===== config.mk =====
export PLATFORM = sky130hd
export DESIGN_NAME = ct_ram_reader
export DESIGN_NICKNAME = d
export VERILOG_FILES = /design/src/rtl/ct_reader_pkg.sv /design/src/rtl/ct_byte_shifter.sv /design/src/rtl/ct_ram_reader.sv
export SDC_FILE = /design/constraint.sdc
export NUM_CORES = 1
export LEC_CHECK = 0
export ABC_AREA = 1
export ABC_CLOCK_PERIOD_IN_PS = 6000
export BUFFER_PORTS_ARGS = -buffer_cell sky130_fd_sc_hd__buf_4
export CAP_MARGIN = 20
export CORE_MARGIN = 3
export CORE_UTILIZATION = 50
export DETAILED_ROUTE_END_ITERATION = 10
export GPL_TIMING_DRIVEN = 0
export PLACE_DENSITY = 0.75
export SKIP_LAST_GASP = 1
export SYNTH_ARGS = -nofsm -noshare
export SYNTH_HDL_FRONTEND = slang
export SYNTH_SLANG_ARGS = --single-unit

===== constraint.sdc =====
create_clock -name clk -period 6 [get_ports clk]
set_input_delay 1.5 -clock clk [delete_from_list [all_inputs] [get_ports clk]]
set_output_delay 1.5 -clock clk [all_outputs]
set_load 0.02 [all_outputs]

===== src/rtl/ct_reader_pkg.sv =====
`default_nettype none
// ============================================================================
// Module   : ct_reader_pkg
// Brief    : Shared types and constants for the ciphertext RAM read-back path.
//            CT_READER_CHECKSUM_EN adds one XOR checksum byte per word.
// Revision : 1.0 - initial release
// ============================================================================
package ct_reader_pkg;

    // Read-back controller states
    typedef enum logic [2:0] {
        S_IDLE = 3'd0,
        S_READ = 3'd1,
        S_WAIT = 3'd2,
        S_SEND = 3'd3,
        S_DONE = 3'd4
    } state_t;

    localparam int WORD_W         = 128;
    localparam int BYTES_PER_WORD = 16;

`ifdef CT_READER_CHECKSUM_EN
    // Sixteen data bytes followed by one checksum byte
    localparam int BYTES_OUT = BYTES_PER_WORD + 1;
`else
    localparam int BYTES_OUT = BYTES_PER_WORD;
`endif

    // Byte counter must reach BYTES_OUT (checksum slot index when enabled)
    localparam int CNT_W = $clog2(BYTES_OUT + 1);

endpackage
`default_nettype wire


===== src/rtl/ct_byte_shifter.sv =====
`default_nettype none
// ============================================================================
// Module   : ct_byte_shifter
// Brief    : 128-bit parallel-load, byte-serial (MSB first) shift register
//            with a byte counter. With CT_READER_CHECKSUM_EN defined it also
//            accumulates the XOR of the shifted-out bytes and presents it as
//            the byte following the sixteenth data byte.
// Revision : 1.0 - initial release
// ============================================================================
module ct_byte_shifter
    import ct_reader_pkg::*;
(
    input  logic              clk,
    input  logic              rst,
    input  logic              i_load,
    input  logic [WORD_W-1:0] i_din,
    input  logic              i_advance,
    output logic [7:0]        o_byte,
    output logic [CNT_W-1:0]  o_byte_cnt
);

    logic [WORD_W-1:0] r_shift;
    logic [CNT_W-1:0]  r_cnt;

    // Load a fresh word, or move the next byte into the top slot on handshake
    always_ff @(posedge clk or posedge rst) begin
        if (rst) begin
            r_shift <= '0;
            r_cnt   <= '0;
        end else if (i_load) begin
            r_shift <= i_din;
            r_cnt   <= '0;
        end else if (i_advance) begin
            r_shift <= {r_shift[WORD_W-9:0], 8'h00};
            r_cnt   <= r_cnt + 1'b1;
        end
    end

    assign o_byte_cnt = r_cnt;

`ifdef CT_READER_CHECKSUM_EN
    localparam logic [CNT_W-1:0] c_csum_idx = CNT_W'(BYTES_PER_WORD);

    logic [7:0] r_csum;

    // Running XOR of every byte that has left the top slot of this word
    always_ff @(posedge clk or posedge rst) begin
        if (rst) begin
            r_csum <= '0;
        end else if (i_load) begin
            r_csum <= '0;
        end else if (i_advance) begin
            r_csum <= r_csum ^ r_shift[WORD_W-1 -: 8];
        end
    end

    // Once all data bytes are gone, the checksum takes the output slot
    assign o_byte = (r_cnt == c_csum_idx) ? r_csum : r_shift[WORD_W-1 -: 8];
`else
    assign o_byte = r_shift[WORD_W-1 -: 8];
`endif

endmodule
`default_nettype wire


===== src/rtl/ct_ram_reader.sv =====
`default_nettype none
// ============================================================================
// Module   : ct_ram_reader
// Brief    : Reads NUM_WORDS 128-bit ciphertext words from a single-port RAM
//            starting at address 0 and streams them out as bytes, MSB first,
//            over a valid/ready interface. A one-cycle start pulse begins the
//            read-back; done pulses after the final byte is accepted.
//            Optional feature macro: CT_READER_CHECKSUM_EN (per-word XOR byte).
// Revision : 1.0 - initial release
// ============================================================================
module ct_ram_reader
    import ct_reader_pkg::*;
#(
    parameter int NUM_WORDS = 1,
    parameter int ADDR_W    = 1,
    parameter int RD_LAT    = 1
) (
    input  logic              clk,
    input  logic              rst,
    input  logic              start,
    output logic              busy,
    output logic              done,
    output logic [ADDR_W-1:0] ram_addr,
    output logic              ram_rden,
    input  logic [WORD_W-1:0] ram_q,
    output logic [7:0]        tx_data,
    output logic              tx_valid,
    input  logic              tx_ready,
    output logic              tx_last
);

    // Elaboration-time parameter sanity
    if ((2 ** ADDR_W) < NUM_WORDS) begin : g_bad_addr_w
        $error("ct_ram_reader: ADDR_W cannot address NUM_WORDS words");
    end
    if ((RD_LAT < 1) || (RD_LAT > 2)) begin : g_bad_rd_lat
        $error("ct_ram_reader: RD_LAT must be 1 or 2");
    end

    localparam logic [1:0]        c_lat_last  = 2'(RD_LAT - 1);
    localparam logic [ADDR_W-1:0] c_last_idx  = ADDR_W'(NUM_WORDS - 1);
    localparam logic [CNT_W-1:0]  c_last_byte = CNT_W'(BYTES_OUT - 1);

    state_t            r_state;
    logic [ADDR_W-1:0] r_idx;
    logic [1:0]        r_lat;
    logic              r_busy;
    logic              r_done;
    logic              r_rden;
    logic [ADDR_W-1:0] r_addr;
    logic              r_tx_valid;
    logic              r_tx_last;

    logic              w_hs;
    logic              w_load;
    logic              w_last_word;
    logic [7:0]        w_byte;
    logic [CNT_W-1:0]  w_cnt;

    assign w_hs        = r_tx_valid & tx_ready;
    assign w_load      = (r_state == S_WAIT) && (r_lat == c_lat_last);
    assign w_last_word = (r_idx == c_last_idx);

    ct_byte_shifter u_shifter (
        .clk        (clk),
        .rst        (rst),
        .i_load     (w_load),
        .i_din      (ram_q),
        .i_advance  (w_hs),
        .o_byte     (w_byte),
        .o_byte_cnt (w_cnt)
    );

    // Read-back sequencer: fetch a word, wait out RAM latency, drain its bytes
    always_ff @(posedge clk or posedge rst) begin
        if (rst) begin
            r_state    <= S_IDLE;
            r_idx      <= '0;
            r_lat      <= '0;
            r_busy     <= 1'b0;
            r_done     <= 1'b0;
            r_rden     <= 1'b0;
            r_addr     <= '0;
            r_tx_valid <= 1'b0;
            r_tx_last  <= 1'b0;
        end else begin
            case (r_state)
                S_IDLE: begin
                    if (start) begin
                        r_state <= S_READ;
                        r_idx   <= '0;
                        r_addr  <= '0;
                        r_rden  <= 1'b1;
                        r_busy  <= 1'b1;
                    end
                end
                S_READ: begin
                    r_rden  <= 1'b0;
                    r_lat   <= '0;
                    r_state <= S_WAIT;
                end
                S_WAIT: begin
                    if (r_lat == c_lat_last) begin
                        r_state    <= S_SEND;
                        r_tx_valid <= 1'b1;
                    end else begin
                        r_lat <= r_lat + 1'b1;
                    end
                end
                S_SEND: begin
                    if (w_hs) begin
                        if (w_cnt == c_last_byte) begin
                            r_tx_valid <= 1'b0;
                            r_tx_last  <= 1'b0;
                            if (w_last_word) begin
                                r_state <= S_DONE;
                                r_busy  <= 1'b0;
                                r_done  <= 1'b1;
                            end else begin
                                r_idx   <= r_idx + 1'b1;
                                r_addr  <= r_idx + 1'b1;
                                r_rden  <= 1'b1;
                                r_state <= S_READ;
                            end
                        end else begin
                            // Flag the next byte if it closes the whole read-back
                            r_tx_last <= w_last_word && ((w_cnt + 1'b1) == c_last_byte);
                        end
                    end
                end
                S_DONE: begin
                    r_done  <= 1'b0;
                    r_state <= S_IDLE;
                end
                default: begin
                    r_state <= S_IDLE;
                end
            endcase
        end
    end

    assign busy     = r_busy;
    assign done     = r_done;
    assign ram_addr = r_addr;
    assign ram_rden = r_rden;
    assign tx_data  = w_byte;
    assign tx_valid = r_tx_valid;
    assign tx_last  = r_tx_last;

endmodule
`default_nettype wire


==> summary.txt <==
Status
  • Status: complete, no violations

Timing
  • Slew at the pin with the worst max-slew slack: 616 ps
  • RSZ-0062 raised after global routing: false
  • Achievable Freq: 0.366 GHz
  • Max-slew violations: 0
  • Setup-failing EPs final: 0
  • Post-route clock period utilization: 0.455
  • Min Hold Slack: 479 ps
  • Final clock skew: 5.04 ps
  • Hold violation count in the final report: 0
  • Setup TNS: 0 ps
  • Slew HR: 0.589
  • Fin crit period: 2730 ps

Critical path
  • Cell breakdown of the critical path: buf_4 > nand2_1 > clkbuf_1 > clkbuf_1 > nand3_1 > nand3_1
  • Stage delay of the slowest cell on the critical path: 540 ps
  • Critical path buffer and inverter count: 3
  • Worst setup slack for register-to-register paths: 4030 ps
  • Required time at the endpoint of the critical path: 6360 ps
  • Worst Path Arrival: 3090 ps
  • Endpoint of the most critical register-to-register path: u_shifter.r_shift[124]
  • Critical Path Sink Type: flop
  • Critical setup path kind: in -> reg
  • Number of cell instances on the worst register-to-register path: 5
  • Beginning of the critical path: tx_ready
  • Setup crit end: u_shifter.r_shift[124]
  • CP max FO: 10
  • Sort of element at the start of the critical path: input port
  • Startpoint of the most critical register-to-register path: tx_valid
  • Worst path top cell family by delay: buffers and inverters
  • Total stage count of the critical path: 6
  • Critical path's slowest cell: clkbuf_1

Place
  • Weighted congestion reported at the end of routability-driven placement: 0.821
  • Placed instance count: 1133
  • Sum of net half-perimeters after detailed placement: 13.4 mm
  • Port buffer count: 145
  • Placed cell area: 8210 µm²

Clocking
  • Number of gates resized after cts: 0
  • Number of clock sinks: 144
  • Clock tree from TritonCTS: built
  • H-tree levels: 4
  • Total setup buffers inserted after CTS: 0
  • Hold bufs inserted after CTS: 0
  • Clk Latency, worst-skew pair: 420 ps
  • Clk slew on worst S/H paths: 60 ps
  • TritonCTS Buffers: 17
  • Cell at the root of the clock tree: clkbuf_16
  • Number of buffers on the longest clock path: 2

Synthesis
  • Ys flop type: dfrtp_1
  • Sequential area share after synthesis: 0.525
  • Nets in the synthesized netlist: 947
  • Asr flop ratio synth: 1.00
  • Synthesized area divided by synthesized cell count: 8.47 µm²
  • Count of distinct cell types in the synthesized netlist: 24
  • Mapped Cells: 811
  • Register bit count reported by yosys: 144
  • Mapped Area: 6870 µm²
  • Number of flops mapped to enable cells by yosys: 0
  • Number of synthesis warnings: 0

Global routing
  • Overflow after GRT: 0
  • Largest net degree at the start of global routing: 78
  • Number of global-route vias before repair: 6066
  • Wire length of the first global-routing pass: 29.9 mm
  • All-layer global routing usage: 0.254
  • Antenna violations before repair: 0

Floorplanning
  • Initial standard-cell utilization of the core: 0.515
  • Cell Rows: 42
  • Die Y-Extent: 123 µm
  • Total die area: 15200 µm²
  • Area inside the core boundary: 13300 µm²
  • Count of pins on the block boundary: 146
  • Chip Width: 123 µm

Power
  • Share of power burned in combinational logic: 0.395
  • Net switching power of the design: 1700 µW
  • Clk pwr share: 0.233
  • Power density over the cells: 505 nW/µm²
  • Power share of the sequential group: 0.373
  • Static Leakage: 0.00444 µW
  • Internal portion of total power: 2750 µW
  • Maximum ir drop on the vdd rail: 0.000257 V
  • Net switching fraction of the power: 0.382
  • Post-layout total power: 4440 µW

Finish
  • Layout cell share with drive strength beyond 1: 0.235
  • Synth-to-layout area growth: 28.0%
  • Most frequent cells in the layout: nand3_1 (367), nand2_1 (177), buf_4 (156)
  • Post-layout nets: 1112
  • Number of inserted filler cells in the final layout: 1219
  • Fin cells: 1164
  • Leading cell type in the layout, fill and taps excluded: nand3_1
  • Ant diodes: 0
  • Finished layout cell area: 8790 µm²

Drt
  • Wire length on met2: 9.25 mm
  • Met1 routed wirelength after detailed routing: 8.02 mm
  • Highest routed layer: met4
  • Wire length on met3: 1.27 mm
  • Post-detailed-routing wire length: 18.8 mm
  • Average wire length per cell after detail routing: 16.1 µm
  • DRT iter0 DRCs: 653
  • Vias: 6404
  • # DRC: 0
  • Post-detailed-route count of antenna-violating nets: 0
  • Initial DRT Pass Iterations: 5
  • Via/cell ratio: 5.50

Hold path
  • Worst min-delay path class: reg -> reg

Flow run
  • Maximum capacitance violations: 0
-- cell usage after synthesis, types with 2 or more instances --
master / number / share of area
dfrtp_1: 144 / 0.52
buf_2: 21 / 0.015
o21ai_0: 3 / 0.0022
nand2_1: 177 / 0.097
a21oi_1: 3 / 0.0022
clkbuf_1: 18 / 0.0098
inv_1: 16 / 0.0087
buf_6: 20 / 0.033
nand3b_1: 2 / 0.0022
ha_1: 4 / 0.0073
buf_1: 6 / 0.0033
nand4_1: 2 / 0.0018
nor2_1: 7 / 0.0038
nand3_1: 367 / 0.27
buf_4: 11 / 0.012
nand2_2: 2 / 0.0018
-- power groups by stage --
| stage | clock network (µW) | logic (µW) | registers (µW) |
|---|---|---|---|
| floorplan | 0 | 1290 | 1590 |
| global placement | 0 | 1710 | 1650 |
| detailed placement | 0 | 1760 | 1660 |
| CTS | 1040 | 1770 | 1650 |
| global route | 1080 | 1980 | 1700 |
| finish | 1030 | 1750 | 1660 |
-- flip-flops by register name (all words and copies together) (netlist names) --
name and count:
busy 1, u_shifter.o_byte_cnt 5, done 1, ram_addr 1, r_lat 2, tx_last 1, tx_valid 1, r_state 3
ram_rden 1, u_shifter.r_shift 128
-- cells by family (layout without fill, tap and decap cells) --
kind of cell / after synthesis / after routing / share of synthesized area
AOI/OAI and AO/OA: 6 / 6 / 0.00437
xor gates and xnor gates: 2 / 2 / 0.00255
adders and majority gates: 4 / 4 / 0.00729
muxes: 1 / 1 / 0.00146
and+or+nand+nor: 560 / 560 / 0.377
buffers and inverters: 94 / 271 / 0.0831
DFF: 144 / 144 / 0.525
-- tightest hold or removal path, cell delays in order (launching register included) --
cell	delay [ps]
dfrtp_1	350
nand2_1	60
nand2_1	50
-- through the flow --
stage	utilization	worst slack [ps]
final	0.659	3270
after global routing	0.659	3190
after floorplan	-	634
after detailed placement	0.615	2850
after global placement	0.613	-1050
after CTS	0.659	3300
-- routing by layer --
layer	global-route usage	up-vias
li1	-	3097
met1	0.341	3046
met2	0.419	239
met3	0.0567	22
met4	0.0713	0
met5	0	-
-- worst min path at each step --
stage | startpoint | slack [ps] | endpoint | depth (start not counted)
floorplan | u_shifter.o_byte_cnt[3] | 440 | u_shifter.o_byte_cnt[3] | 2
global placement | u_shifter.o_byte_cnt[3] | 460 | u_shifter.o_byte_cnt[3] | 2
detailed placement | ram_addr | 460 | ram_addr | 2
CTS | ram_addr | 480 | ram_addr | 2
global route | ram_addr | 490 | ram_addr | 2
finish | u_shifter.r_shift[7] | 480 | u_shifter.r_shift[7] | 2
-- cell type report --
type | count | area [µm²] | share of cell area
sequential | 144 | 3600 | 0.410
timing repair buffer | 146 | 1120 | 0.127
clock buffer | 26 | 529 | 0.0602
clock inverter | 5 | 50.0 | 0.00569
multi-input combinational | 573 | 2700 | 0.307
buffer | 76 | 503 | 0.0572
tap | 176 | 220 | 0.0251
inverter | 18 | 72.6 | 0.00826
Power figures use the tool's default switching activity.
